**src/rtl/mem_loader_pkg.sv**
```systemverilog
// rtl/mem_loader_pkg.sv - shared constants, command codes and FSM state type for the boot loader
//
// Purpose: common definitions imported by the loader interface, top and sub-module.
// Ports:   none (package).
package mem_loader_pkg;

  localparam int DEF_DWIDTH = 64;
  localparam int DEF_AWIDTH = 8;
  localparam int BYTES      = DEF_DWIDTH / 8;

  localparam logic [7:0] CMD_IMEM = 8'h00;
  localparam logic [7:0] CMD_DMEM = 8'h01;
  localparam logic [7:0] CMD_END  = 8'hFF;

  typedef enum logic [2:0] {
    S_CMD,
    S_ADDR_LO,
    S_ADDR_HI,
    S_LEN_LO,
    S_LEN_HI,
    S_DATA,
    S_WRITE,
    S_DONE
  } ldr_state_t;

endpackage

```
**src/rtl/mem_loader_if.sv**
```systemverilog
// rtl/mem_loader_if.sv - byte-stream input and memory write bus of the boot loader
//
// Purpose: groups the host byte handshake and the IMEM/DMEM write port.
// Modports:
//   slave  - the loader: takes in_valid/in_data, drives in_ready and the mem_* write port
//   master - the host/memory side: drives in_valid/in_data, observes everything else
// Signals:
//   in_valid, in_data[7:0], in_ready        byte handshake
//   mem_we, mem_sel, mem_addr, mem_wdata    one-cycle word write (mem_sel 0 = IMEM, 1 = DMEM)
interface mem_loader_if
  import mem_loader_pkg::*;
#(
  parameter int DWIDTH = DEF_DWIDTH,
  parameter int AWIDTH = DEF_AWIDTH
);

  logic              in_valid;
  logic [7:0]        in_data;
  logic              in_ready;
  logic              mem_we;
  logic              mem_sel;
  logic [AWIDTH-1:0] mem_addr;
  logic [DWIDTH-1:0] mem_wdata;

  modport slave (
    input  in_valid, in_data,
    output in_ready, mem_we, mem_sel, mem_addr, mem_wdata
  );

  modport master (
    output in_valid, in_data,
    input  in_ready, mem_we, mem_sel, mem_addr, mem_wdata
  );

endinterface

```
**src/rtl/mem_loader_byte_packer.sv**
```systemverilog
// rtl/mem_loader_byte_packer.sv - little-endian byte-to-word shift register with byte counter
//
// Purpose: assembles DWIDTH/8 bytes into one word, first byte ending up in bits [7:0].
// Ports:
//   i_clk, i_rst_n  clock, asynchronous active-low reset
//   i_shift_en      shift i_byte in and count it
//   i_clear         restart the byte count (word contents are fully overwritten by the next fill)
//   i_byte[7:0]     incoming byte
//   o_word          assembled word
//   o_full          this shift completes the word (valid together with i_shift_en)
module byte_packer #(
  parameter int DWIDTH = 64
) (
  input  logic              i_clk,
  input  logic              i_rst_n,
  input  logic              i_shift_en,
  input  logic              i_clear,
  input  logic [7:0]        i_byte,
  output logic [DWIDTH-1:0] o_word,
  output logic              o_full
);

  localparam int BYTES = DWIDTH / 8;
  localparam int CW    = $clog2(BYTES + 1);

  logic [CW-1:0]     r_cnt;
  logic [DWIDTH-1:0] r_word;

  always_ff @(posedge i_clk or negedge i_rst_n) begin
    if (!i_rst_n) begin
      r_cnt  <= '0;
      r_word <= '0;
    end else begin
      if (i_clear)
        r_cnt <= '0;
      else if (i_shift_en)
        r_cnt <= r_cnt + 1'b1;
      // Shifting in from the top leaves the first byte of the word at [7:0].
      if (i_shift_en)
        r_word <= {i_byte, r_word[DWIDTH-1:8]};
    end
  end

  // Flagged on the accepting cycle so the FSM can enter the write state on the same edge.
  assign o_full = i_shift_en && (r_cnt == CW'(BYTES - 1));
  assign o_word = r_word;

endmodule

```
**src/rtl/mem_loader.sv**
```systemverilog
// rtl/mem_loader.sv - boot-time byte-stream loader into IMEM/DMEM, holds the CPU in reset until END
//
// Purpose: parses CMD/ADDR/LEN frames, packs data bytes into words, writes them to memory.
// Ports:
//   i_clk            system clock
//   i_reset_b        asynchronous active-low reset
//   bus (slave)      byte handshake in, memory write port out
//   o_cpu_reset_b    active-low reset to the pipeline CPU, released after END
//   o_load_err       sticky flag, set by an unknown command byte
module mem_loader
  import mem_loader_pkg::*;
#(
  parameter int DWIDTH = DEF_DWIDTH,
  parameter int AWIDTH = DEF_AWIDTH
) (
  input  logic        i_clk,
  input  logic        i_reset_b,
  mem_loader_if.slave bus,
  output logic        o_cpu_reset_b,
  output logic        o_load_err
);

  ldr_state_t        r_state;
  ldr_state_t        w_next;
  logic              r_sel;
  logic [15:0]       r_addr;
  logic [15:0]       r_len;
  logic              r_err;
  logic              w_ready;
  logic              w_accept;
  logic              w_shift;
  logic              w_clear;
  logic              w_full;
  logic [DWIDTH-1:0] w_word;

  // Gated by the reset pin so the host sees not-ready while reset is held.
  assign w_ready  = i_reset_b && (r_state != S_WRITE) && (r_state != S_DONE);
  assign w_accept = bus.in_valid && w_ready;
  assign w_shift  = w_accept && (r_state == S_DATA);
  assign w_clear  = (r_state == S_WRITE);

  byte_packer #(.DWIDTH(DWIDTH)) u_packer (
    .i_clk      (i_clk),
    .i_rst_n    (i_reset_b),
    .i_shift_en (w_shift),
    .i_clear    (w_clear),
    .i_byte     (bus.in_data),
    .o_word     (w_word),
    .o_full     (w_full)
  );

  always_ff @(posedge i_clk or negedge i_reset_b) begin
    if (!i_reset_b)
      r_state <= S_CMD;
    else
      r_state <= w_next;
  end

  always_comb begin
    w_next = r_state;
    case (r_state)
      S_CMD: begin
        if (w_accept) begin
          if (bus.in_data == CMD_IMEM || bus.in_data == CMD_DMEM)
            w_next = S_ADDR_LO;
          else if (bus.in_data == CMD_END)
            w_next = S_DONE;
        end
      end
      S_ADDR_LO: if (w_accept) w_next = S_ADDR_HI;
      S_ADDR_HI: if (w_accept) w_next = S_LEN_LO;
      S_LEN_LO:  if (w_accept) w_next = S_LEN_HI;
      S_LEN_HI: begin
        if (w_accept)
          w_next = ({bus.in_data, r_len[7:0]} == 16'd0) ? S_CMD : S_DATA;
      end
      S_DATA:  if (w_full) w_next = S_WRITE;
      S_WRITE: w_next = (r_len == 16'd1) ? S_CMD : S_DATA;
      S_DONE:  w_next = S_DONE;
      default: w_next = S_CMD;
    endcase
  end

  always_ff @(posedge i_clk or negedge i_reset_b) begin
    if (!i_reset_b) begin
      r_sel  <= 1'b0;
      r_addr <= '0;
      r_len  <= '0;
      r_err  <= 1'b0;
    end else begin
      case (r_state)
        S_CMD: begin
          if (w_accept) begin
            if (bus.in_data == CMD_IMEM || bus.in_data == CMD_DMEM)
              r_sel <= bus.in_data[0];
            else if (bus.in_data != CMD_END)
              r_err <= 1'b1;
          end
        end
        S_ADDR_LO: if (w_accept) r_addr[7:0]  <= bus.in_data;
        S_ADDR_HI: if (w_accept) r_addr[15:8] <= bus.in_data;
        S_LEN_LO:  if (w_accept) r_len[7:0]   <= bus.in_data;
        S_LEN_HI:  if (w_accept) r_len[15:8]  <= bus.in_data;
        S_WRITE: begin
          // Only the low AWIDTH bits reach mem_addr, so this wraps modulo 2^AWIDTH there.
          r_addr <= r_addr + 16'd1;
          r_len  <= r_len - 16'd1;
        end
        default: ;
      endcase
    end
  end

  assign bus.in_ready  = w_ready;
  assign bus.mem_we    = (r_state == S_WRITE);
  assign bus.mem_sel   = r_sel;
  assign bus.mem_addr  = r_addr[AWIDTH-1:0];
  assign bus.mem_wdata = w_word;
  assign o_cpu_reset_b = (r_state == S_DONE);
  assign o_load_err    = r_err;

endmodule

```
**src/flat_wrapper.sv**
```systemverilog
// flat-port wrapper written by rule: the top's interface ports become plain ports
module mem_loader_flat import mem_loader_pkg::*;
#(
  parameter int DWIDTH = DEF_DWIDTH,
  parameter int AWIDTH = DEF_AWIDTH
)
  (i_clk, i_reset_b, o_cpu_reset_b, o_load_err, bus_in_valid, bus_in_data, bus_in_ready, bus_mem_we, bus_mem_sel, bus_mem_addr, bus_mem_wdata);
  mem_loader_if #(.DWIDTH(DWIDTH), .AWIDTH(AWIDTH)) bus_i ();
  input  logic i_clk;
  input  logic i_reset_b;
  output logic o_cpu_reset_b;
  output logic o_load_err;
  input wire logic [$bits(bus_i.in_valid)-1:0] bus_in_valid;
  input wire logic [$bits(bus_i.in_data)-1:0] bus_in_data;
  output wire logic [$bits(bus_i.in_ready)-1:0] bus_in_ready;
  output wire logic [$bits(bus_i.mem_we)-1:0] bus_mem_we;
  output wire logic [$bits(bus_i.mem_sel)-1:0] bus_mem_sel;
  output wire logic [$bits(bus_i.mem_addr)-1:0] bus_mem_addr;
  output wire logic [$bits(bus_i.mem_wdata)-1:0] bus_mem_wdata;
  assign bus_i.in_valid = bus_in_valid;
  assign bus_i.in_data = bus_in_data;
  assign bus_in_ready = bus_i.in_ready;
  assign bus_mem_we = bus_i.mem_we;
  assign bus_mem_sel = bus_i.mem_sel;
  assign bus_mem_addr = bus_i.mem_addr;
  assign bus_mem_wdata = bus_i.mem_wdata;
  mem_loader #(.DWIDTH(DWIDTH), .AWIDTH(AWIDTH)) u_core (.i_clk(i_clk), .i_reset_b(i_reset_b), .bus(bus_i), .o_cpu_reset_b(o_cpu_reset_b), .o_load_err(o_load_err));
endmodule
```
**config.mk**
```make
export PLATFORM = sky130hd
export DESIGN_NAME = mem_loader_flat
export DESIGN_NICKNAME = d
export VERILOG_FILES = /design/src/rtl/mem_loader_pkg.sv /design/src/rtl/mem_loader_if.sv /design/src/rtl/mem_loader_byte_packer.sv /design/src/rtl/mem_loader.sv /design/src/flat_wrapper.sv
export SDC_FILE = /design/constraint.sdc
export NUM_CORES = 1
export LEC_CHECK = 0
export ABC_AREA = 1
export BUFFER_PORTS_ARGS = -buffer_cell sky130_fd_sc_hd__clkbuf_2
export CAP_MARGIN = 20
export CORE_MARGIN = 2
export CORE_UTILIZATION = 45
export CTS_CLUSTER_DIAMETER = 100
export DETAILED_ROUTE_END_ITERATION = 10
export PLACE_DENSITY = 0.68
export SYNTH_ARGS = -nofsm -noshare
export SYNTH_HDL_FRONTEND = slang
export SYNTH_SLANG_ARGS = --single-unit
```
**constraint.sdc**
```tcl
create_clock -name i_clk -period 1.43 [get_ports i_clk]
set_input_delay 0.143 -clock i_clk [delete_from_list [all_inputs] [get_ports i_clk]]
set_output_delay 0.143 -clock i_clk [all_outputs]
set_load 0.01 [all_outputs]
```
# --- After elaboration in Yosys (flattened, before gate mapping) ---
# Index checks and enable logic that the tools add are counted.
op_classes:
  bitwise: 1
  n_mux: 18
  n_reduce_logical: 21
  n_eq_ne: 21
  add_sub_neg: 3
op_table:
  columns: ["operator", "n"]
  rows:
  - ["case mux 8 bit (2 select lines)", 4]
  - ["two-way mux 3 bit", 10]
  - ["case mux 3 bit (8 select lines)", 1]
  - ["adder 16 x 1 -> 16 bit, second input constant", 1]
  - ["== test 16 x 1 -> 1 bit, second input constant", 1]
  - ["logical NOT 16 bit", 1]
  - ["subtractor 16 x 1 -> 16 bit, second input constant", 1]
  - ["== test 3 bit, second input constant", 4]
  - ["!= test 2 x 1 -> 1 bit, second input constant", 5]
  - ["nonzero test 2 bit", 5]
  - ["== test 8 x 1 -> 1 bit, second input constant", 1]
  - ["== test 8 bit, second input constant", 1]
  - ["logical NOT 8 bit", 1]
  - ["two-way mux 4 bit", 2]
  - ["two-way mux 8 bit", 1]
  - ["!= test 8 bit, second input constant", 1]
  - ["AND reduction 2 bit", 4]
  - ["AND reduction 7 bit", 1]
  - ["== test 3 x 2 -> 1 bit, second input constant", 2]
  - ["!= test 3 bit, second input constant", 2]
  - ["logical AND 1 bit", 5]
  - ["adder 4 x 1 -> 4 bit, second input constant", 1]
  - ["== test 4 x 3 -> 1 bit, second input constant", 1]
  - ["AND reduction 4 bit", 1]
  - ["7 further kinds", 7]
totals:
  regBits: 105

# --- Longest topological paths before layout ---
logic_depth:
  ltp_word: 8
  ltp_mapped: 9

# --- By module ---
# A second synthesis with hierarchy kept.
hier_totals:
  cells_unflattened: 563
  area_unflattened_um2: 4581.9
modules_own_cells:
  columns: ["mod", "area_each_um2", "seq_area_each_um2", "n_inst", "cells_each"]
  rows:
  - ["byte_packer", 2628.8, 1701.6, 1, 288]
  - ["mem_loader", 1953.1, 725.7, 1, 275]

# --- Worst setup path after synthesis ---
# OpenSTA, ideal clock, no wires.
synth_timing:
  path_type: "register to register"
  startpoint: "register u_core.r_state[1]"
  endpoint: "register u_core.r_len[12]"
  required_ns: 1.307
  setup_slack_ns: 0.045
  setup_time_ns: 0.123
  arrival_ns: 1.262
  stages_incl_launch_ff: 9
  synth_period_minus_slack_ns: 1.385
  path_buffers: 0
  cell_sequence: "dfrtp_1 -> nor2_1 -> nand2_1 -> nor2_2 -> nor2_4 -> inv_1 -> o21ai_0 -> inv_1 -> nand2_1"
synth_between:
  elab_chain_cells: 6
  elab_cells_between_ends: 11
  classes_between: "5 x eq/ne; 1 x mux; 5 x reduce/logical"
synth_lines:
  columns: ["item", "line", "source"]
  rows:
  - ["start, declared", "mem_loader.sv:23", "ldr_state_t r_state;"]
  - ["start signal, assigned", "mem_loader.sv:56", "r_state <= w_next;"]
  - ["!= test 3 bit", "mem_loader.sv:37", "assign w_ready = i_reset_b && (r_state != S_WRITE) && (r_state != S_DONE);"]
  - ["logical AND 1 bit (2 in a row)", "mem_loader.sv:37", null]
  - ["logical AND 1 bit", "mem_loader.sv:38", "assign w_accept = bus.in_valid && w_ready;"]
  - ["!= test 2 x 1 -> 1 bit (no line)", null, null]
  - ["AND reduction 2 bit (no line)", null, null]
  - ["end signal, assigned", "mem_loader.sv:103", "S_LEN_HI: if (w_accept) r_len[15:8] <= bus.in_data;"]
  - ["end signal, assigned", "mem_loader.sv:107", "r_len <= r_len - 16'd1;"]
  - ["end, declared", "mem_loader.sv:27", "logic [15:0] r_len;"]
# Parallel ways exist; a longest one is shown, timed or not.
# A chain may end at the register's enable or synchronous reset.

# --- Worst setup path after layout ---
# Same ends and word-level chain as after synthesis.

==> results by group <==
Run status
  • Status: complete, but fails checks
  • Failing checks: negative setup slack

Routing
  • Post-DR vias/cell: 5.112
  • DRC viols: 0
  • DR vias: 4422
  • Routed length per placed instance: 14.55 um
  • ANT nets after route: 0
  • DR pass1 iterations: 5
  • DRT iter0 DRCs: 307
  • WL final: 12580 um

Worst setup path
  • CP endpoint kind: flop
  • CP Buf/Inv Count: 3
  • Family with the most delay on the worst path: simple AND/OR/NAND/NOR gates
  • Worst EP arrival: 1840 ps
  • Slowest stage cell on the critical path: dfrtp_1
  • Worst EP required: 1760 ps
  • Max incr delay on CP: 420 ps
  • Max FO, Critical Path: 4
  • Worst Setup Start Kind: flop
  • CP Cell Sequence: buf_6, nor2_2, nand2_2, nor2_4, buf_6, nand2_2, o21ai_1, inv_1, nand2_1
  • WS Path Type: flop to flop

Synth
  • EDFF count, synth: 0
  • Warnings from Yosys: 0
  • Post-Syn Instances: 580
  • Synth top area share: 52.82%
  • Simple-Gate Fraction of Synth Area: 30.44%
  • Fraction of registers with async set/reset: 100.0%
  • Mapped cell area: 4596 um2
  • Yosys reg bits: 97
  • Area leader, netlist: dfrtp_1
  • Mux share of post-synthesis cell area: 0%
  • Post-synth top cells: nand2_1 (238), dfrtp_1 (97), inv_1 (50)
  • Syn Area/Cell: 7.924 um2
  • Net Count, Synth: 596
  • Synth Area in Adders: 1.361%
  • Compound-Gate Fraction of Synth Area: 7.623%
  • Xor and xnor area share after synthesis: 1.143%
  • Synth cell types: 32
  • Main combinational cell family by area after synthesis: simple AND/OR/NAND/NOR gates
  • Post-synthesis sequential area ratio: 52.82%
  • Top cells by area, synth: dfrtp_1 (53%), nand2_1 (19%), o21ai_0 (4.4%), inv_1 (4.1%), nand3_1 (3.7%)
  • Count leader, synth: nand2_1
  • Top FF cell, synth: dfrtp_1

Global routing
  • Global route total overflow: 0
  • Initial antenna violation count: 0
  • Largest net degree at the start of global routing: 98
  • Gr usage total: 22.03%
  • Vias in the first global route: 3905
  • First-pass GRT wire length: 19270 um

Layout
  • Share of layout cells above drive strength 1: 34.43%
  • Final core occ: 64.64%
  • Layout net count: 743
  • Multi-input logic area: 2168 um2
  • Area Overhead vs Synth: 38.74%
  • Non-filler instance count after layout: 865
  • Fill count: 798
  • Diodes inserted: 0
  • Seq. cell area: 2430 um2

Clock network
  • Root buffer cell: clkbuf_8
  • Clock sink count: 97
  • Register clock-pin slew on the reported worst setup and hold paths: 100 ps
  • Num CTS Buffers: 9
  • H-tree depth: 3
  • Clk_lat worst skew: 380 ps
  • Clock Path Buffers: 2
  • CTS tree: built

Die
  • Initial Util: 46.59%
  • Core Footprint: 9864 um2
  • Die height: 105.1 um
  • # IOs: 88
  • Die width: 105.1 um
  • Placement Rows: 36
  • Die ar.: 11040 um2

Placed design
  • I/O Buffers: 87
  • Final Wtd Congestion: 0.8656
  • Placed insts: 825
  • Final HPWL DP: 8317 um

Pwr
  • Clock power share: 40.6%
  • Pwr dens: 760.0 nW/um2
  • Power share of the sequential group: 56.6%
  • Comb power frac: 2.8%
  • Internal: 3.676 mW
  • Worst VDD drop: 0.0004545 V
  • Switch share: 24.15%
  • P_sw: 1.170 mW
  • Leakage power figure: 3.332 nW

Timing
  • Post-route setup slack: -81.77 ps
  • Unrepaired setup endpoints after global routing: yes
  • Clock Skew: 7.256 ps
  • Slew Viols, Final: 0
  • Final Hold Fails: 0
  • Final period util: 105.7%
  • Tmin final: 1512 ps
  • Slew headroom: 64.75%
  • Endpoints failing setup: 46
  • Slew @ Worst Pin: 528.8 ps
  • Max Clk Rate: 0.6615 GHz

Worst hold path
  • Min-delay worst type: input port to flop

Run
  • Max Cap Viol: 0
-- final timing paths --
| kind | endpoint | depth (start not counted) | slack [ps] | start |
|---|---|---|---|---|
| worst max-delay path | u_core.r_len[12] | 9 | -80 | u_core.r_state[1] |
| worst min-delay path | u_core.u_packer.o_word[57] | 3 | 60 | bus_in_data[1] |
| worst max register to register | u_core.r_len[12] | 9 | -80 | u_core.r_state[1] |
| worst min register to register | u_core.u_packer.o_word[0] | 2 | 480 | u_core.u_packer.o_word[0] |
| max in group asynchronous | u_core.r_len[2] | 3 | 580 | i_reset_b |
| min in group asynchronous | u_core.u_packer.o_word[5] | 3 | 400 | i_reset_b |
-- metal layers --
| layer | vias up | track usage (%) | wire (um) |
|---|---|---|---|
| li1 | 2125 | - | - |
| met1 | 2105 | 30.73 | 5578 |
| met2 | 162 | 34.28 | 5998 |
| met3 | 30 | 3.743 | 679 |
| met4 | 0 | 8.762 | 327 |
| met5 | - | 0 | 0 |
-- registers in the layout, summed over array words and instances, names as in the netlist --
name / count
u_core.bus.mem_sel: 1
u_core.r_state: 3
u_core.o_load_err: 1
u_core.u_packer.o_word: 64
u_core.r_addr: 8
u_core.u_packer.r_cnt: 4
u_core.r_len: 16
-- worst min-delay path, stage by stage --
cell and delay (ps):
clkbuf_2 140, nand2_1 90, nand2_1 50
-- logic make-up after synthesis --
family / Yosys count
adders and majority gates: 5
DFF: 97
AOI/OAI and AO/OA: 63
xor gates and xnor gates: 6
and+or+nand+nor: 339
buffers and inverters: 70
-- power by group through the flow --
stage | combinational (mW) | sequential [mW] | clock [mW]
final | 0.137 | 2.74 | 1.97
after global routing | 0.155 | 2.74 | 2.12
after CTS | 0.135 | 2.74 | 2.00
after detailed placement | 0.131 | 2.79 | 0
after global placement | 0.131 | 2.79 | 0
after floorplan | 0.0204 | 2.80 | 0
-- final cells by class --
| class | count | share of cell area [%] |
|---|---|---|
| clock buffers | 10 | 2.159 |
| clock inverters | 6 | 1.276 |
| inverters | 52 | 3.297 |
| multi-input cells | 413 | 34.01 |
| flip-flops and latches | 97 | 38.11 |
| well taps | 133 | 2.610 |
| repair buffers | 154 | 18.54 |
-- cells in the final DEF (no fill, tap or decap), drive strengths merged --
master | netlist | routed
a21oi | 9 | 9
a31oi | 1 | 1
and2 | 1 | 1
buf | 13 | 67
bufinv | 0 | 1
clkbuf | 5 | 96
clkinv | 0 | 1
dfrtp | 97 | 97
dlygate4sd3 | 0 | 1
ha | 5 | 5
inv | 52 | 56
nand2 | 240 | 240
nand3 | 35 | 35
nand3b | 2 | 2
nand4 | 3 | 3
nor2 | 51 | 51
nor3 | 6 | 6
nor4 | 1 | 1
o211ai | 6 | 6
o21a | 1 | 1
o21ai | 40 | 40
o21bai | 3 | 3
o221ai | 2 | 2
o22ai | 1 | 1
xnor2 | 2 | 2
xor2 | 4 | 4
-- what timing repair did --
item / CTS / global route
setup endpoints to repair: 57 / 99
cloned: 1 / 3
gates resized for setup: 41 / 94
hold buffers: 1 / 0
setup buffers: 14 / 6
pin swaps: 8 / 22
hold endpoints to repair: 97 / 0
-- through the flow --
step / cell area (um2) / TNS [ps] / total power, mW / hold slack, ps / worst slack [ps]
final: 6376 / -750.8 / 4.846 / 64.41 / -81.77
after detailed placement: 5499 / -702.1 / 2.926 / 293.8 / -78.11
after CTS: 5976 / -234.1 / 4.872 / 55.61 / -67.76
after global routing: 6376 / -9529 / 5.013 / 62.68 / -194.5
after floorplan: 4596 / 0 / 2.816 / -152.6 / 44.79
after global placement: 5499 / 0 / 2.926 / 293.4 / 35.80
Note: power is estimated with default switching activity, not from simulation.
